`src/rtl/if_stage_pkg.sv`:
```
// if_stage shared types: fetch-state encoding, IF->ID bundle, bus widths.
// Used by every file of the fetch stage (optional IF_PERF_EN lives in the top).
package if_stage_pkg;

   localparam int unsigned INST_ADDR_W = 32;
   localparam int unsigned INST_W      = 32;
   localparam logic [31:0] ZERO_WORD   = 32'h0;
   localparam logic [31:0] IF_RESET_PC = 32'h0000_0000;

   typedef enum logic [1:0] {
      IF_IDLE  = 2'd0,
      IF_RUN   = 2'd1,
      IF_DRAIN = 2'd2
   } if_state_e;

   typedef struct packed {
      logic [INST_ADDR_W-1:0] pc;
      logic [INST_W-1:0]      inst;
   } if_id_t;

   function automatic logic [31:0] word_align(input logic [31:0] a);
      return {a[31:2], 2'b00};
   endfunction

endpackage

```
`src/rtl/if_stage_if.sv`:
```
// Instruction-memory request/grant/response bus.
// master = fetch stage, slave = memory.
interface if_stage_if;
   import if_stage_pkg::*;

   logic                   imem_req_o;
   logic [INST_ADDR_W-1:0] imem_addr_o;
   logic                   imem_gnt_i;
   logic                   imem_rvalid_i;
   logic [INST_W-1:0]      imem_rdata_i;

   modport master (
      output imem_req_o,
      output imem_addr_o,
      input  imem_gnt_i,
      input  imem_rvalid_i,
      input  imem_rdata_i
   );

   modport slave (
      input  imem_req_o,
      input  imem_addr_o,
      output imem_gnt_i,
      output imem_rvalid_i,
      output imem_rdata_i
   );

endinterface

```
`src/rtl/if_stage_fifo.sv`:
```
// if_fifo: small synchronous FIFO with flush, count and full/empty.
// DEPTH must be a power of two so the pointers wrap naturally.
module if_fifo #(
   parameter int unsigned WIDTH = 32,
   parameter int unsigned DEPTH = 2
) (
   input  logic                   clk,
   input  logic                   rst,
   input  logic                   flush_i,
   input  logic                   push_i,
   input  logic [WIDTH-1:0]       data_i,
   input  logic                   pop_i,
   output logic [WIDTH-1:0]       data_o,
   output logic [$clog2(DEPTH):0] count_o,
   output logic                   full_o,
   output logic                   empty_o
);
   localparam int unsigned AW = $clog2(DEPTH);
   localparam int unsigned CW = AW + 1;

   logic [WIDTH-1:0] mem_q [DEPTH];
   logic [AW-1:0]    rd_q, wr_q;
   logic [CW-1:0]    cnt_q;
   logic             push_ok, pop_ok;

   // a push into a full FIFO is only legal alongside a pop
   assign pop_ok  = pop_i & ~empty_o;
   assign push_ok = push_i & (~full_o | pop_ok);

   assign data_o  = mem_q[rd_q];
   assign count_o = cnt_q;
   assign full_o  = (cnt_q == CW'(DEPTH));
   assign empty_o = (cnt_q == '0);

   // pointer/count/storage update; flush drops everything at once
   always_ff @(posedge clk or negedge rst) begin
      if (!rst) begin
         rd_q  <= '0;
         wr_q  <= '0;
         cnt_q <= '0;
         for (int i = 0; i < DEPTH; i++) mem_q[i] <= '0;
      end else if (flush_i) begin
         rd_q  <= '0;
         wr_q  <= '0;
         cnt_q <= '0;
      end else begin
         if (push_ok) begin
            mem_q[wr_q] <= data_i;
            wr_q        <= wr_q + AW'(1);
         end
         if (pop_ok) rd_q <= rd_q + AW'(1);
         cnt_q <= cnt_q + CW'(push_ok) - CW'(pop_ok);
      end
   end

endmodule

```
`src/rtl/if_stage.sv`:
```
// if_stage: PC owner, credit-limited fetch, prefetch FIFO to decode.
// `define IF_PERF_EN adds pop / dropped-response counters.
module if_stage
   import if_stage_pkg::*;
#(
   parameter logic [31:0] RESET_PC   = IF_RESET_PC,
   parameter int unsigned FIFO_DEPTH = 2
) (
   input  logic              clk,
   input  logic              rst,
   if_stage_if.master        imem,
   input  logic              stall_i,
   input  logic              redirect_i,
   input  logic [31:0]       redirect_pc_i,
   output logic [31:0]       pc_o,
   output logic [31:0]       inst_o,
   output logic              inst_valid_o
`ifdef IF_PERF_EN
   ,
   output logic [31:0]       perf_fetched_o,
   output logic [31:0]       perf_dropped_o
`endif
);
   localparam int unsigned CW = $clog2(FIFO_DEPTH) + 1;

   if_state_e     state_q, state_d;
   logic [31:0]   pc_q, pc_d;
   logic [CW-1:0] outst_q, outst_d;
   logic [CW-1:0] drop_q, drop_d;
   logic [CW-1:0] pf_count, pend_count;
   logic [CW:0]   inflight;
   logic          req, fire, rv_ok, run_rv, pf_pop;
   logic          pf_empty, pf_full, pend_empty, pend_full;
   logic [31:0]   pend_pc;
   if_id_t        pf_in, pf_head;
   logic          unused_ok;

   // credit: never request more than the prefetch FIFO can absorb
   assign inflight = {1'b0, outst_q} + {1'b0, pf_count};
   assign req      = (state_q == IF_RUN) &&
                     (inflight < (CW+1)'(FIFO_DEPTH));
   assign fire     = req & imem.imem_gnt_i;
   // responses with nothing in flight are ignored
   assign rv_ok    = imem.imem_rvalid_i &
                     ((outst_q != '0) | (drop_q != '0));
   assign run_rv   = rv_ok & ~redirect_i & (state_q == IF_RUN);
   assign pf_pop   = ~pf_empty & ~stall_i & ~redirect_i;

   assign imem.imem_req_o  = req;
   assign imem.imem_addr_o = pc_q;

   assign pf_in   = '{pc: pend_pc, inst: imem.imem_rdata_i};
   assign inst_valid_o = ~pf_empty;
   assign pc_o    = pf_empty ? ZERO_WORD : pf_head.pc;
   assign inst_o  = pf_empty ? ZERO_WORD : pf_head.inst;

   assign unused_ok = &{1'b0, pf_full, pend_full,
                        pend_empty, pend_count};

   if_fifo #(.WIDTH(32), .DEPTH(FIFO_DEPTH)) u_pend (
      .clk     (clk),
      .rst     (rst),
      .flush_i (redirect_i),
      .push_i  (fire),
      .data_i  (pc_q),
      .pop_i   (run_rv),
      .data_o  (pend_pc),
      .count_o (pend_count),
      .full_o  (pend_full),
      .empty_o (pend_empty)
   );

   if_fifo #(.WIDTH($bits(if_id_t)), .DEPTH(FIFO_DEPTH)) u_pf (
      .clk     (clk),
      .rst     (rst),
      .flush_i (redirect_i),
      .push_i  (run_rv),
      .data_i  (pf_in),
      .pop_i   (pf_pop),
      .data_o  (pf_head),
      .count_o (pf_count),
      .full_o  (pf_full),
      .empty_o (pf_empty)
   );

   // next state: redirect overrides, otherwise fetch or drain
   always_comb begin
      state_d = state_q;
      pc_d    = pc_q;
      outst_d = outst_q;
      drop_d  = drop_q;
      if (redirect_i) begin
         pc_d    = word_align(redirect_pc_i);
         outst_d = '0;
         drop_d  = outst_q + drop_q + CW'(fire) - CW'(rv_ok);
         state_d = (drop_d == '0) ? IF_RUN : IF_DRAIN;
      end else begin
         unique case (state_q)
            IF_IDLE: state_d = IF_RUN;
            IF_RUN: begin
               if (fire) pc_d = pc_q + 32'd4;
               outst_d = outst_q + CW'(fire) - CW'(run_rv);
            end
            IF_DRAIN: begin
               if (rv_ok) drop_d = drop_q - CW'(1);
               if (drop_d == '0) state_d = IF_RUN;
            end
            default: state_d = IF_IDLE;
         endcase
      end
   end

   // fetch control registers
   always_ff @(posedge clk or negedge rst) begin
      if (!rst) begin
         state_q <= IF_IDLE;
         pc_q    <= RESET_PC;
         outst_q <= '0;
         drop_q  <= '0;
      end else begin
         state_q <= state_d;
         pc_q    <= pc_d;
         outst_q <= outst_d;
         drop_q  <= drop_d;
      end
   end

`ifdef IF_PERF_EN
   logic drop_ev;
   assign drop_ev = rv_ok & (redirect_i | (state_q == IF_DRAIN));

   // free-running pop and discarded-response counters
   always_ff @(posedge clk or negedge rst) begin
      if (!rst) begin
         perf_fetched_o <= '0;
         perf_dropped_o <= '0;
      end else begin
         if (pf_pop)  perf_fetched_o <= perf_fetched_o + 32'd1;
         if (drop_ev) perf_dropped_o <= perf_dropped_o + 32'd1;
      end
   end
`endif

endmodule

```
`src/flat_wrapper.sv`:
```
// flat-port wrapper written by rule: the top's interface ports become plain ports
module if_stage_flat import if_stage_pkg::*;
#(
   parameter logic [31:0] RESET_PC   = IF_RESET_PC,
   parameter int unsigned FIFO_DEPTH = 2
)
  (clk, rst, stall_i, redirect_i, redirect_pc_i, pc_o, inst_o, inst_valid_o, imem_imem_req_o, imem_imem_addr_o, imem_imem_gnt_i, imem_imem_rvalid_i, imem_imem_rdata_i);
  if_stage_if imem_i ();
  input  logic clk;
  input  logic rst;
  input  logic stall_i;
  input  logic redirect_i;
  input  logic [31:0] redirect_pc_i;
  output logic [31:0] pc_o;
  output logic [31:0] inst_o;
  output logic inst_valid_o;
  output wire logic [$bits(imem_i.imem_req_o)-1:0] imem_imem_req_o;
  output wire logic [$bits(imem_i.imem_addr_o)-1:0] imem_imem_addr_o;
  input wire logic [$bits(imem_i.imem_gnt_i)-1:0] imem_imem_gnt_i;
  input wire logic [$bits(imem_i.imem_rvalid_i)-1:0] imem_imem_rvalid_i;
  input wire logic [$bits(imem_i.imem_rdata_i)-1:0] imem_imem_rdata_i;
  assign imem_imem_req_o = imem_i.imem_req_o;
  assign imem_imem_addr_o = imem_i.imem_addr_o;
  assign imem_i.imem_gnt_i = imem_imem_gnt_i;
  assign imem_i.imem_rvalid_i = imem_imem_rvalid_i;
  assign imem_i.imem_rdata_i = imem_imem_rdata_i;
  if_stage #(.RESET_PC(RESET_PC), .FIFO_DEPTH(FIFO_DEPTH)) u_core (.clk(clk), .rst(rst), .imem(imem_i), .stall_i(stall_i), .redirect_i(redirect_i), .redirect_pc_i(redirect_pc_i), .pc_o(pc_o), .inst_o(inst_o), .inst_valid_o(inst_valid_o));
endmodule
```
`config.mk`:
```
export PLATFORM = sky130hd
export DESIGN_NAME = if_stage_flat
export DESIGN_NICKNAME = d
export VERILOG_FILES = /design/src/rtl/if_stage_pkg.sv /design/src/rtl/if_stage_if.sv /design/src/rtl/if_stage_fifo.sv /design/src/rtl/if_stage.sv /design/src/flat_wrapper.sv
export SDC_FILE = /design/constraint.sdc
export NUM_CORES = 1
export LEC_CHECK = 0
export ABC_AREA = 1
export ABC_CLOCK_PERIOD_IN_PS = 2400
export CORE_UTILIZATION = 55
export DETAILED_ROUTE_END_ITERATION = 12
export GPL_TIMING_DRIVEN = 0
export PLACE_DENSITY_LB_ADDON = 0.1
export SYNTH_ARGS = -nofsm -noshare
export SYNTH_HDL_FRONTEND = slang
export SYNTH_SLANG_ARGS = --single-unit
```
`constraint.sdc`:
```
create_clock -name clk -period 2.4 [get_ports clk]
set_input_delay 0.72 -clock clk [delete_from_list [all_inputs] [get_ports clk]]
set_output_delay 0.72 -clock clk [all_outputs]
set_load 0.1 [all_outputs]
```
==> run summary, run 1 <==
Commonest cells after routing, fill and taps aside -> nand2_1, dfrtp_1, inv_1
Max-cap violations -> 0
Synth top area share -> 0.5053
Min Tclk post-route -> 2.687 ns
Synth Register Bits -> 228
CTS H-tree lvls -> 1
Cell total after placement -> 1891
Detailed Route WL -> 34250 µm
GRT Util Overall -> 0.3117
DRT Pass-1 Iters -> 7
Critical path fanouts, max -> 8
Worst setup margin -> -0.2868 ns
Failing checks -> negative setup slack
DRC violations left -> 0
Syn avg cell area -> 7.755 µm²
CP startpoint kind -> flip-flop
Clk_skew -> 0.02030 ns
Vert. Die Dim -> 145.3 µm
DR vias -> 10830
Latest clock arrival within the worst-skew pair -> 0.53 ns
First-pass GRT wire length -> 52930 µm
Number of synthesized flops with an enable pin -> 0
PwrDens -> 1047 mW/mm²
Cell area after synthesis -> 0.01129 mm²
IO Count -> 168
Antenna-violating nets left -> 0
Sequential share of power -> 0.360
Clock Power Share -> 0.224
Synth Flop Type -> dfrtp_1
Area delta synth->final -> 45.51%
Fraction of registers with async set/reset -> 1.000
N_diodes -> 0
Post-synthesis sequential area ratio -> 0.5053
Status -> finished, violations left
Remaining global-route overflow -> 0
VDD IR max -> 0.0008367 V
CP Class -> flip-flop to output port
Vias in the first global route -> 10480
Synthesized netlist cell count -> 1456
Initial DRC Count -> 789
Endpoints failing setup -> 70
Setup crit end kind -> output port
Final instance area -> 0.01643 mm²
Unrepaired setup endpoints after global routing -> true
Initial antenna violation count -> 0
Initial Utilization -> 0.5598
Via density per instance -> 5.498
Critical Path AT -> 1.97 ns
Worst slew pin tran -> 0.9019 ns
Clock Sinks -> 228
Die width -> 145.3 µm
Largest area contributor in the netlist -> dfrtp_1
Psw -> 7.246 mW
Row count -> 52
Final worst-path cycle share -> 1.120
Die area -> 0.02111 mm²
Reg clk slew, reported paths -> 0.06 ns
Ys Warns -> 0
GPL Wtd Cong -> 0.9621
Root buf cell -> clkbuf_16
DR WL/cell -> 17.39 µm
Share of post-route cells with drive strength above 1 -> 0.2400
FMAX -> 0.3722 GHz
Worst EP required -> 1.68 ns
Combinational power share -> 0.416
Endpoints failing hold -> 0
Commonest non-fill, non-tap cell in the layout -> nand2_1
Hold/Removal Path Class -> primary input to async pin
Synth area leaders -> dfrtp_1, nand2_1, o21ai_0
Max clock buf depth -> 3
Max Slew Vio Count -> 0
Setup tns final -> -14.28 ns
LEAKAGE -> 7.588 nW
CTS tree -> done
Port Buffer Count -> 161
Post-layout net count -> 1764
Final HPWL DP -> 21310 µm
Finished Layout Cells -> 1970
Largest net degree at the start of global routing -> 119
Relative slew slack -> 0.3987
Core area -> 0.02017 mm²
Area after DPL -> 0.01398 mm²
Int Pwr -> 9.951 mW
Yosys cell types -> 41
Clock buffer count from CTS -> 25
Sw frac -> 0.4214
## Yosys cell counts, types with 3 or more instances
library cell / count
a31oi_1: 3
xnor2_1: 4
buf_2: 16
o21ai_2: 21
xor2_1: 10
nor2_4: 3
a21oi_1: 66
inv_1: 131
nand4_1: 6
nand3_1: 47
clkbuf_1: 39
ha_1: 9
dfrtp_1: 228
nand2_1: 534
o21ai_0: 142
buf_1: 5
inv_2: 6
buf_4: 8
clkbuf_2: 3
nor2_1: 77
nand2_2: 21
o21ai_1: 47
buf_6: 4
## final cells by class
type | count | area, µm²
flip-flops and latches | 228 | 5708
clock inverters | 12 | 142.6
fillers | 1211 | 3740
plain buffers | 78 | 646.9
clock buffers | 32 | 671.9
well taps | 270 | 337.8
multi-input cells | 1015 | 5682
inverters | 139 | 548.0
repair buffers | 195 | 2684
repair inverters | 1 | 8.758
## sequential cells by signal (all words and copies together), names as in the netlist
signal                   flops
u_core.drop_q                2
u_core.imem.imem_addr_o     30
u_core.outst_q               2
u_core.state_q               2
u_core.u_pend.count_o        2
u_core.u_pend.mem_q         60
u_core.u_pend.rd_q           1
u_core.u_pend.wr_q           1
u_core.u_pf.count_o          2
u_core.u_pf.mem_q          124
u_core.u_pf.rd_q             1
u_core.u_pf.wr_q             1
## metrics by stage
stage	power [mW]	hold WS, ns	util	setup slack [ns]
finish	17.20	0.2490	0.8146	-0.2868
floorplan	10.54	0.4244	-	-0.4944
detailed placement	12.09	0.4530	0.6932	-1.252
global placement	11.91	0.4484	0.6916	-8.900
CTS	16.54	0.3087	0.7833	-0.2567
global route	18.04	0.3235	0.8146	-0.3390
## kinds of logic (layout without fill, tap and decap cells)
logic type,count (synthesis),count (layout),synth area share
AND/OR/NAND/NOR,698,699,0.2499
adder cells (fa/ha/maj),11,11,0.01352
AO/OA/AOI/OAI,287,287,0.1363
buffers and inverters,217,457,0.08378
flip-flops,228,228,0.5053
other,1,4,0.0003321
XOR/XNOR,14,14,0.01086
## layer usage
layer / part of all wire / track usage / wire length (µm)
met5: 0 / 0 / 0
met4: 0.037 / 0.1253 / 1260
met3: 0.066 / 0.03585 / 2261
met2: 0.48 / 0.4981 / 16340
met1: 0.42 / 0.4361 / 14390
## final timing paths
check	start	endpoint	slack (ns)	cells after the start
setup / recovery	u_core.u_pf.count_o[0]	inst_o[12]	-0.29	7
hold / removal	rst	u_core.u_pf.mem_q[46]	0.25	1
setup reg to reg	u_core.u_pf.count_o[1]	u_core.state_q[0]	-0.05	14
hold reg to reg	u_core.u_pf.mem_q[112]	u_core.u_pf.mem_q[112]	0.48	2
max in group asynchronous	rst	u_core.outst_q[0]	1.05	2
min in group clk	u_core.u_pf.mem_q[112]	u_core.u_pf.mem_q[112]	0.48	2
## power groups by stage
stage               Combinational, mW  Sequential [mW]  Clock [mW]
CTS                              6.62             6.03        3.89
global route                     7.68             6.32        4.04
finish                           7.16             6.19        3.85
global placement                 5.89             6.02           0
floorplan                        3.89             6.65           0
detailed placement               6.03             6.06           0
## timing repair
item                                    4_1_cts  5_1_grt
pin swaps                                     6        9
endpoints found under the hold margin         0        0
gates resized for setup                     749      140
hold buffers                                  0        0
buffers inserted                              8       18
gates cloned                                  3        6
endpoints found under the setup margin      177      150
## worst max-delay path, cell delays in order, from the launching register on
cell        delay [ns]
dfrtp_1           0.38
or2_1             0.14
buf_6             0.14
clkinvlp_4        0.11
buf_12            0.16
clkbuf_16         0.17
a21oi_4           0.16
buf_12            0.19
No activity file was read; power rests on OpenSTA's default activity.
==> inputs of run 2 (changes only) <==
CORE_UTILIZATION = 64   (was 55)
DONT_BUFFER_PORTS = 1   (was not set)
HOLD_SLACK_MARGIN = 0.12   (was not set)
==> run 2 against run 1 <==
Design area decreased by 14%. Critical path depth unchanged. Wire length decreased by 2.5%. The flow finishes with violations (negative hold slack, negative setup slack). Maximum frequency decreased by 15%. Power decreased by 4.1%. Register-to-register slack about the same. Global-route usage increased by 5.7 points. Count of clock-buffer cells in the layout decreased by 3. Clock skew decreased by 0.0080 ns. Cell count decreased by 11%.
==> run summary, run 2 (same netlist as run 1, synthesis figures left out) <==
Status -> finished, violations left (unchanged)
Failing checks -> negative hold slack, negative setup slack (was negative setup slack)
Latest clock arrival within the worst-skew pair -> 0.51 ns (was 0.53 ns)
Clk_skew -> 0.01230 ns (was 0.02030 ns)
Met2 Routed Length -> 15920 µm (was 16340 µm)
CP startpoint kind -> flip-flop (unchanged)
VDD IR max -> 0.0007716 V (was 0.0008367 V)
Detailed Route WL -> 33400 µm (was 34250 µm)
Commonest cells after routing, fill and taps aside -> nand2_1, dfrtp_1, inv_1 (unchanged)
Max Slew Vio Count -> 0 (unchanged)
Core area -> 0.01724 mm² (was 0.02017 mm²)
Clock buffer count from CTS -> 23 (was 25)
Max-cap violations -> 0 (unchanged)
Max clock buf depth -> 3 (unchanged)
WHS -> -0.09744 ns (was 0.2490 ns)
Reg clk slew, reported paths -> 0.07 ns (was 0.06 ns)
Commonest non-fill, non-tap cell in the layout -> nand2_1 (unchanged)
DR vias -> 10380 (was 10830)
Via density per instance -> 5.906 (was 5.498)
R2r startpoint -> u_core.u_pf.count_o[0] (was u_core.u_pf.count_o[1])
Area delta synth->final -> 25.71% (was 45.51%)
CTS H-tree lvls -> 1 (unchanged)
N_diodes -> 0 (unchanged)
Initial DRC Count -> 1013 (was 789)
Area of the multi-input gates -> 0.005758 mm² (was 0.005682 mm²)
CP Class -> flip-flop to output port (unchanged)
Critical path fanouts, max -> 5 (was 8)
Worst setup margin -> -0.7459 ns (was -0.2868 ns)
Post-layout net count -> 1598 (was 1764)
Port Buffer Count -> 0 (was 161)
LEAKAGE -> 6.617 nW (was 7.588 nW)
PwrDens -> 1162 mW/mm² (was 1047 mW/mm²)
Endpoints failing hold -> 228 (was 0)
Final HPWL DP -> 20270 µm (was 21310 µm)
Initial Utilization -> 0.6551 (was 0.5598)
Row count -> 48 (was 52)
# fillers -> 1027 (was 1211)
First-pass GRT wire length -> 52280 µm (was 52930 µm)
DR WL/cell -> 19.01 µm (was 17.39 µm)
Unrepaired setup endpoints after global routing -> true (unchanged)
Initial antenna violation count -> 0 (unchanged)
IO Count -> 168 (unchanged)
Endpoints failing setup -> 67 (was 70)
Worst flop-to-flop path endpoint -> u_core.state_q[0] (unchanged)
Overall Power -> 16.49 mW (was 17.20 mW)
Hold/Removal Path Class -> primary input to async pin (unchanged)
Antenna-violating nets left -> 0 (unchanged)
Vert. Die Dim -> 134.8 µm (was 145.3 µm)
Root buf cell -> clkbuf_16 (unchanged)
GRT Util Overall -> 0.3691 (was 0.3117)
DRC violations left -> 0 (unchanged)
M1 WL -> 13200 µm (was 14390 µm)
Clock Sinks -> 228 (unchanged)
Die area -> 0.01818 mm² (was 0.02111 mm²)
FMAX -> 0.3179 GHz (was 0.3722 GHz)
Remaining global-route overflow -> 0 (unchanged)
Met3 WL -> 3207 µm (was 2261 µm)
Setup crit end kind -> output port (unchanged)
Register area -> 0.005728 mm² (was 0.005708 mm²)
DRT Pass-1 Iters -> 5 (was 7)
DR top layer -> met4 (unchanged)
Share of post-route cells with drive strength above 1 -> 0.1997 (was 0.2400)
GPL Wtd Cong -> 0.9620 (was 0.9621)
Final core occ -> 0.8235 (was 0.8146)
Die width -> 134.8 µm (was 145.3 µm)
Reg-to-reg slack, setup -> -0.05 ns (about the same)
CTS tree -> done (unchanged)
Largest net degree at the start of global routing -> 229 (was 119)
Post-Place Setup Slack -> -0.5399 ns (was -1.252 ns)
Critical Path AT -> 2.43 ns (was 1.97 ns)
Worst slew pin tran -> 1.056 ns (was 0.9019 ns)
Final worst-path cycle share -> 1.311 (was 1.120)
Number of flip-flops in the largest register -> 124 (unchanged)
Largest Register -> u_core.u_pf.mem_q (unchanged)
Relative slew slack -> 0.2963 (was 0.3987)
R2r worst-path depth -> 15 (was 14)
Worst EP required -> 1.68 ns (about the same)
Vias in the first global route -> 10060 (was 10480)
Min Tclk post-route -> 3.146 ns (was 2.687 ns)
[run 2: cell type report]
class                           instances  area share
Multi-Input combinational cell       1015      0.4057
Inverter                              139     0.03843
Timing Repair Buffer                   32     0.02724
Buffer                                 78     0.05016
Sequential cell                       228      0.4036
Clock inverter                         11     0.01155
Clock buffer                           29     0.04355
Tap cell                              225     0.01983
[run 2: per-layer routing]
layer,vias up,global-route usage
li1,4722,-
met5,-,0
met2,570,0.6071
met3,93,0.07470
met1,4992,0.4870
met4,0,0.1336
[run 2: what timing repair did]
action | 4_1_cts | 5_1_grt
buffers inserted | 17 | 6
setup endpoints to repair | 154 | 158
gates resized for setup | 175 | 37
gates cloned | 9 | 1
hold endpoints to repair | 228 | 228
pin swaps | 19 | 5
[run 2: worst max-delay path, cell delays in order (launching register included)]
cell and delay (ns):
dfrtp_1 0.42, buf_4 0.16, or2_1 0.11, buf_6 0.15, clkinvlp_4 0.18, buf_6 0.18
clkbuf_16 0.16, a21oi_4 0.56
[run 2: worst max path at each step]
stage | start | to | depth (start not counted)
after global placement | u_core.u_pf.rd_q | inst_o[0] | 3
final | u_core.u_pf.count_o[0] | inst_o[18] | 7
after CTS | u_core.u_pf.count_o[0] | imem_imem_req_o | 4
after global routing | u_core.u_pf.count_o[0] | inst_o[14] | 7
after detailed placement | u_core.u_pf.rd_q | inst_o[14] | 4
after floorplan | u_core.u_pf.rd_q | inst_o[0] | 3
[run 2: through the flow]
step	setup TNS [ns]	hold WS (ns)	instance area [µm²]	std cells
3_3_place_gp	-37.47	0.4321	12280	1684
6_report	-42.00	-0.09744	14190	1757
3_5_place_dp	-36.19	0.4324	12290	1684
4_1_cts	-33.90	-0.09671	14030	1750
5_1_grt	-43.13	-0.1169	14190	1757
2_1_floorplan	-1.975	0.4244	12000	1459
[run 2: where the power goes]
part | total [mW] | internal [mW] | switching (mW)
sequential | 7.04 | 5.20 | 1.84
combinational | 5.66 | 1.85 | 3.81
clock | 3.79 | 2.25 | 1.54
